==> src/rtl/pal_cfg_loader.sv <==
// Serial loader for the PAL configuration chain: W-bit words in, one bit per cycle out, MSB first.
// Optional checksum word after the data is enabled by defining PAL_CFG_CHECKSUM_EN.
module pal_cfg_loader #(
    parameter int N = 8,
    parameter int M = 8,
    parameter int P = 8,
    parameter int W = 8
) (
    input  logic         clk_i,
    input  logic         rst_n_i,
    input  logic         start_i,
    input  logic         abort_i,
    input  logic [W-1:0] word_in_i,
    input  logic         word_valid_i,
    output logic         word_ready_o,
    output logic         cfg_data_o,
    output logic         cfg_shift_o,
    output logic         busy_o,
    output logic         done_o,
    output logic         err_o
);
    localparam int SR_LEN = 2*N*P + P*M;
    localparam int CNT_W  = $clog2(SR_LEN+1);
    localparam int WC_W   = $clog2(W+1);

    // state     | meaning
    // S_IDLE    | no load active, waiting for start
    // S_WAIT_WORD | ready high, waiting for the next bitstream word
    // S_SHIFT   | one bit on cfg_data, cfg_shift high
    // S_CHECK   | ready high for the checksum word (checksum build only)
    // S_DONE    | all bits shifted, done held until start or abort
    typedef enum logic [2:0] {S_IDLE, S_WAIT_WORD, S_SHIFT, S_CHECK, S_DONE} state_e;

    state_e            state_q, state_d;
    logic [CNT_W-1:0]  cnt_q, cnt_d;
    logic [WC_W-1:0]   wcnt_q, wcnt_d;
    logic [W-1:0]      sr_q, sr_d;
    logic              word_ready_q, word_ready_d;
    logic              cfg_data_q, cfg_data_d;
    logic              cfg_shift_q, cfg_shift_d;
    logic              busy_q, busy_d;
    logic              done_q, done_d;
`ifdef PAL_CFG_CHECKSUM_EN
    logic [W-1:0]      csum_q, csum_d;
    logic              err_q, err_d;
`endif

    logic hs, start_go, abort_go;
    assign hs       = word_valid_i && word_ready_q;
    assign start_go = start_i && !abort_i && (state_q == S_IDLE || state_q == S_DONE);
    assign abort_go = abort_i && (state_q != S_IDLE);

    always_ff @(posedge clk_i or negedge rst_n_i) begin
        if (!rst_n_i) state_q <= S_IDLE;
        else          state_q <= state_d;
    end

    always_comb begin
        state_d = state_q;
        case (state_q)
            S_IDLE:      if (start_go) state_d = S_WAIT_WORD;
            S_WAIT_WORD: if (hs) state_d = S_SHIFT;
            S_SHIFT: begin
                if (cnt_q == CNT_W'(SR_LEN)) begin
`ifdef PAL_CFG_CHECKSUM_EN
                    state_d = S_CHECK;
`else
                    state_d = S_DONE;
`endif
                end else if (wcnt_q == WC_W'(W)) begin
                    state_d = S_WAIT_WORD;
                end
            end
`ifdef PAL_CFG_CHECKSUM_EN
            S_CHECK:     if (hs) state_d = S_IDLE;
`endif
            S_DONE:      if (start_go) state_d = S_WAIT_WORD;
            default:     state_d = S_IDLE;
        endcase
        if (abort_go) state_d = S_IDLE;
    end

    // Outputs are computed from the next state so every port comes straight from a flop.
    always_comb begin
        cnt_d        = cnt_q;
        wcnt_d       = wcnt_q;
        sr_d         = sr_q;
        done_d       = done_q;
        cfg_data_d   = 1'b0;
        word_ready_d = (state_d == S_WAIT_WORD) || (state_d == S_CHECK);
        cfg_shift_d  = (state_d == S_SHIFT);
        busy_d       = (state_d == S_WAIT_WORD) || (state_d == S_SHIFT) || (state_d == S_CHECK);
`ifdef PAL_CFG_CHECKSUM_EN
        csum_d       = csum_q;
        err_d        = err_q;
`endif
        if (start_go) begin
            cnt_d  = '0;
            done_d = 1'b0;
`ifdef PAL_CFG_CHECKSUM_EN
            csum_d = '0;
            err_d  = 1'b0;
`endif
        end
        if (state_d == S_SHIFT) begin
            cnt_d = cnt_q + CNT_W'(1);
            if (state_q == S_WAIT_WORD) begin
                cfg_data_d = word_in_i[W-1];
                sr_d       = word_in_i << 1;
                wcnt_d     = WC_W'(1);
`ifdef PAL_CFG_CHECKSUM_EN
                csum_d     = csum_q ^ word_in_i;
`endif
            end else begin
                cfg_data_d = sr_q[W-1];
                sr_d       = sr_q << 1;
                wcnt_d     = wcnt_q + WC_W'(1);
            end
        end
        if (state_q == S_SHIFT && state_d == S_DONE) done_d = 1'b1;
`ifdef PAL_CFG_CHECKSUM_EN
        if (state_q == S_CHECK && hs && !abort_go) begin
            if (word_in_i == csum_q) done_d = 1'b1;
            else                     err_d  = 1'b1;
        end
`endif
        if (abort_go) done_d = 1'b0;
    end

    always_ff @(posedge clk_i or negedge rst_n_i) begin
        if (!rst_n_i) begin
            cnt_q        <= '0;
            wcnt_q       <= '0;
            sr_q         <= '0;
            word_ready_q <= 1'b0;
            cfg_data_q   <= 1'b0;
            cfg_shift_q  <= 1'b0;
            busy_q       <= 1'b0;
            done_q       <= 1'b0;
`ifdef PAL_CFG_CHECKSUM_EN
            csum_q       <= '0;
            err_q        <= 1'b0;
`endif
        end else begin
            cnt_q        <= cnt_d;
            wcnt_q       <= wcnt_d;
            sr_q         <= sr_d;
            word_ready_q <= word_ready_d;
            cfg_data_q   <= cfg_data_d;
            cfg_shift_q  <= cfg_shift_d;
            busy_q       <= busy_d;
            done_q       <= done_d;
`ifdef PAL_CFG_CHECKSUM_EN
            csum_q       <= csum_d;
            err_q        <= err_d;
`endif
        end
    end

    assign word_ready_o = word_ready_q;
    assign cfg_data_o   = cfg_data_q;
    assign cfg_shift_o  = cfg_shift_q;
    assign busy_o       = busy_q;
    assign done_o       = done_q;
`ifdef PAL_CFG_CHECKSUM_EN
    assign err_o        = err_q;
`else
    assign err_o        = 1'b0;
`endif

endmodule

==> config.mk <==
export PLATFORM = sky130hd
export DESIGN_NAME = pal_cfg_loader
export DESIGN_NICKNAME = d
export VERILOG_FILES = /design/src/rtl/pal_cfg_loader.sv
export SDC_FILE = /design/constraint.sdc
export NUM_CORES = 1
export LEC_CHECK = 0
export ABC_AREA = 0
export CORE_MARGIN = 10
export CORE_UTILIZATION = 45
export DETAILED_ROUTE_END_ITERATION = 8
export PLACE_DENSITY = 0.67
export RECOVER_POWER = 50
export SLEW_MARGIN = 5
export SYNTH_ARGS = -nofsm -noshare
export SYNTH_HDL_FRONTEND = slang
export SYNTH_SLANG_ARGS = --single-unit
==> constraint.sdc <==
create_clock -name clk_i -period 3.1 [get_ports clk_i]
set_input_delay 0.31 -clock clk_i [delete_from_list [all_inputs] [get_ports clk_i]]
set_output_delay 0.31 -clock clk_i [all_outputs]
set_load 0.02 [all_outputs]
Word-level counts from Yosys, hierarchy flattened

Index checks and enable logic that the tools add are counted.

Bits in registers: 28
Input port bits: 13
Word-level logic and storage cells: 50

$add $sub $neg: 2
Equal/unequal tests: 9
Muxes and demuxes: 15
Reductions and logical operators: 15

Operator list:

| operator                                             | count |
|---|---|
| two-way mux 8 bit                                    | 3 |
| two-way mux 3 bit                                    | 5 |
| equality test 3 x 2 -> 1 bit (second input constant) | 3 |
| one-hot mux 3 bit (3 select lines)                   | 1 |
| adder 8 x 1 -> 8 bit (second input constant)         | 1 |
| equality test 8 bit (second input constant)          | 1 |
| equality test 3 x 1 -> 1 bit (second input constant) | 2 |
| equality test 3 bit (second input constant)          | 2 |
| nonzero test 3 bit                                   | 2 |
| logical AND 1 bit                                    | 5 |
| two-way mux 1 bit                                    | 5 |
| adder 4 x 1 -> 4 bit (second input constant)         | 1 |
| equality test 4 bit (second input constant)          | 1 |
| logical OR 1 bit                                     | 4 |
| two-way mux 4 bit                                    | 1 |
| logical NOT 3 bit                                    | 1 |
| nonzero test 2 bit                                   | 1 |
| OR reduction 2 bit                                   | 1 |
| logical NOT 1 bit                                    | 1 |

Depth between registers and ports, before layout

Depth after elaboration: 10
Depth in mapped cells: 8
Mapped depth without buffers: 7

Least setup slack after synthesis

OpenSTA, ideal clock, no wires.

Path type: register to register
From: register cnt_q[0]
To: register cnt_q[6]
Library setup time: 126 ps
Data arrival time: 1848 ps
Data required time: 2974 ps
Path slack: 1125 ps
Cell stages (with the launch flop): 9
Path buffers: 1
Clock period less this slack: 1975 ps
Cells stage by stage: dfrtp_1 -> inv_1 -> ha_1 -> nor3b_2 -> a211oi_2 -> o21ai_4 -> clkinv_4 -> buf_8 -> a221o_2

Cells in the longest elaborated chain, start to end: 6

RTL lines:

| item                                                           | line | source |
|---|---|---|
| from (decl)                                                    | 35   | `logic [CNT_W-1:0] cnt_q, cnt_d;` |
| from (signal assigned)                                         | 145  | `cnt_q <= cnt_d;` |
| equality test 8 bit *                                          | 64   | `if (cnt_q == CNT_W'(SR_LEN)) begin` |
| two-way mux 3 bit *                                            | 64   |  |
| one-hot mux 3 bit (3 select lines) *                           | 60   | `case (state_q)` |
| two-way mux 3 bit *                                            | 80   | `if (abort_go) state_d = S_IDLE;` |
| via state_d[1]                                                 | 34   | `state_e state_q, state_d;` |
| equality test 3 x 2 -> 1 bit *                                 | 105  | `if (state_d == S_SHIFT) begin` |
| two-way mux 8 bit / nonzero test 2 bit (equally long branches) | -    |  |

The timed path passes the listed nets; every way through them passes the cells marked *.
A chain may end at the register's enable or synchronous reset.

Final worst setup path

From: register cnt_q[0]
To: register cnt_q[6]

Cells in the longest elaborated chain, start to end: 6

RTL lines:

| item                                                           | line |
|---|---|
| equality test 8 bit                                            | 64 |
| two-way mux 3 bit                                              | 64 |
| one-hot mux 3 bit (3 select lines)                             | 60 |
| two-way mux 3 bit                                              | 80 |
| equality test 3 x 2 -> 1 bit                                   | 105 |
| two-way mux 8 bit / nonzero test 2 bit (equally long branches) | - |

Parallel ways exist; a longest one is shown, timed or not.

==> flow_metrics.py <==
metrics = {
    "status": {
        "status": "finished clean",
    },
    "floorplanning": {
        "die-area_um2": 6130,
        "die_x_um": 78.3,
        "coreArea_um2": 3310,
        "ios": 19,
        "fp.dieH_um": 78.3,
        "row_count": 21,
        "start_util": 0.462,
    },
    "layout": {
        "finalInstanceArea_um2": 1730,
        "final_util": 0.523,
        "area_delta_synth_final_pct": 13.2,
        "diodes": 0,
        "drive_gt1_frac": 0.111,
        "layout.nets": 189,
    },
    "logic_synthesis": {
        "synthAdderAreaFrac": 0.0327,
        "synth-seq-area-share": 0.442,
        "synthMuxAreaShare": 0.0638,
        "ys_types": 45,
        "syn_nets": 172,
        "synth_edf_count": 0,
        "synth_most_common_cell": "dfrtp_1",
        "synth_common_cells": "dfrtp_1 (27), nand2_1 (26), inv_1 (10)",
        "synth_top_area_frac": 0.442,
        "synth_compound_area_frac": 0.185,
        "synth_warnings": 0,
        "synthFlopType": "dfrtp_1",
        "synth_top_family_by_area": "simple AND/OR/NAND/NOR gates",
        "syn_area_um2": 1530,
        "async_flop_share": 1.00,
        "synth-simple-area-share": 0.200,
        "yosysTopAreaCell": "dfrtp_1",
        "avgSynthCellArea_um2": 9.86,
        "synth_xor_area_frac": 0.00573,
        "synthCells": 155,
        "synth-seq-cells": 27,
        "synth_area_leaders": "dfrtp_1 (44%), nand2_1 (6.4%), mux2_2 (4.4%)",
    },
    "route": {
        "routedWlPerCell_um": 14.6,
        "final_antenna_net_count": 0,
        "vias_per_cell": 5.51,
        "drt_iter0_drc": 59,
        "first_pass_iters": 4,
        "wl_um": 3160,
        "route.detailed.drc": 0,
        "vias": 1196,
    },
    "worst_setup_path": {
        "path_max_fanout": 16,
        "crit_slowest_cell": "nor3b_1",
        "cp-end-kind": "register",
        "path_cells": "inv_1, ha_1, nor3b_1, a211oi_2, o21ai_4, clkinv_4, a221o_2",
        "slowest_delay_ns": 0.53,
        "crit_type": "register to register",
        "critPathLaunchType": "register",
        "crit_arrival_ns": 2.69,
        "cp_data_required_time_ns": 3.33,
    },
    "grt": {
        "grt_pass1_vias": 1208,
        "antenna_found_initial": 0,
        "grt-ovfl-total": 0,
        "grt_max_degree": 28,
        "grt_util_all_layers": 0.110,
        "grt_pass1_wl_um": 5630,
    },
    "sta": {
        "setup_viol": 0,
        "worstMarginPinSlew_ns": 1.43,
        "fmax_mhz": 407,
        "hold_ws_ns": 0.524,
        "setup_tns_ns": 0,
        "layout_min_cycle_time_ns": 2.46,
        "finalCritPeriodShare": 0.793,
        "rsz0062_at_grt": "no",
        "skew_ns": 0.00160,
        "hold_viol": 0,
        "max_slew_margin": 0.0499,
        "slew_viol_final": 0,
    },
    "clock_tree": {
        "post_cts_resized": 0,
        "cts_buffers": 3,
        "cts_setup_buffers": 0,
        "clock_latency_ns": 0.33,
        "clkSinkCount": 27,
        "hold_buffers": 0,
        "clockBufferDepth": 2,
        "htree_levels": 1,
        "cts_tree": "yes",
        "clockRootBuffer": "clkbuf_4",
        "clkTransAtPathRegs_ns": 0.15,
    },
    "placement": {
        "dpl_cell_area_um2": 1710,
        "port_buffers": 17,
        "gp_congestion": 0.812,
        "hpwl_um": 2330,
    },
    "power": {
        "total_power_mw": 1.25,
        "leakage_nw": 0.730,
        "irDropWorstVdd_mv": 0.347,
        "powerDensity_nw_per_um2": 725,
    },
    "flow_run": {
        "cap_violations": 0,
    },
    "min_path": {
        "holdCritPathClass": "input port to register",
    },
}
[state kept, by name (all words and copies together), names as in the netlist]
| signal | flops |
|---|---|
| busy_o | 1 |
| wcnt_q | 4 |
| sr_q | 7 |
| cfg_shift_o | 1 |
| state_q | 3 |
| word_ready_o | 1 |
| cfg_data_o | 1 |
| cnt_q | 8 |
| done_o | 1 |
[worst max-delay path: cells and delay by family, from the launching register on]
kind                       cells  cell delay, ns
adders and majority gates      1            0.13
AOI/OAI and AO/OA              3            0.96
DFF                            1            0.46
buffers and inverters          2            0.27
and+or+nand+nor                1            0.53
[report_power, final]
group	switching, mW	internal, mW
Clock	0.108	0.0505
Sequential	0.0865	0.455
Combinational	0.319	0.237
Total	0.513	0.742
[cells by family (layout without fill, tap and decap cells)]
family,Yosys count,count (layout)
buffers and inverters,18,34
flip-flops,27,27
multiplexers,9,9
XOR/XNOR,1,1
adder cells (fa/ha/maj),4,4
AO/OA/AOI/OAI,38,38
other,1,1
AND/OR/NAND/NOR,57,57
[metrics by stage]
stage / setup slack (ns) / std cells
2_1_floorplan: 1.13 / 155
3_3_place_gp: 0.900 / 213
3_5_place_dp: 0.850 / 213
4_1_cts: 0.876 / 217
5_1_grt: 0.497 / 217
6_report: 0.642 / 217
[placed cells by master (no fill, tap or decap), types with 4 or more instances in the layout]
cell type,n
a31oi_1,4
a211oi_1,6
o21ai_0,7
mux2_2,6
dfrtp_1,27
clkdlybuf4s50_1,16
ha_1,4
inv_1,10
nand2_1,26
a21oi_1,4
nand3_1,7
nor3_1,5
[routing by layer]
| metal | GRT usage | vias up | wire length [um] |
|---|---|---|---|
| li1 | - | 598 | - |
| met1 | 0.134 | 576 | 1470 |
| met2 | 0.188 | 17 | 1560 |
| met3 | 0.0228 | 5 | 83 |
| met4 | 0.0394 | 0 | 40 |
| met5 | 0 | - | 0 |
[cell type report]
class	count	area, um^2
inverter	11	46.3
multi-input combinational	110	743
sequential	27	676
timing repair buffer	19	181
clock buffer	4	26.3
tap	46	57.6
fill	332	1580
[final timing paths]
path / from / to / slack [ns] / depth (start not counted)
min in group asynchronous: rst_n_i / cnt_q[7] / 0.82 / 2
min reg2reg: sr_q[5] / sr_q[5] / 0.53 / 1
max: cnt_q[0] / cnt_q[6] / 0.64 / 7
min: word_in_i[0] / sr_q[1] / 0.52 / 3
max in group asynchronous: rst_n_i / sr_q[5] / 1.46 / 2
max reg2reg: cnt_q[0] / cnt_q[6] / 0.64 / 7
No activity file was read; power rests on OpenSTA's default activity.
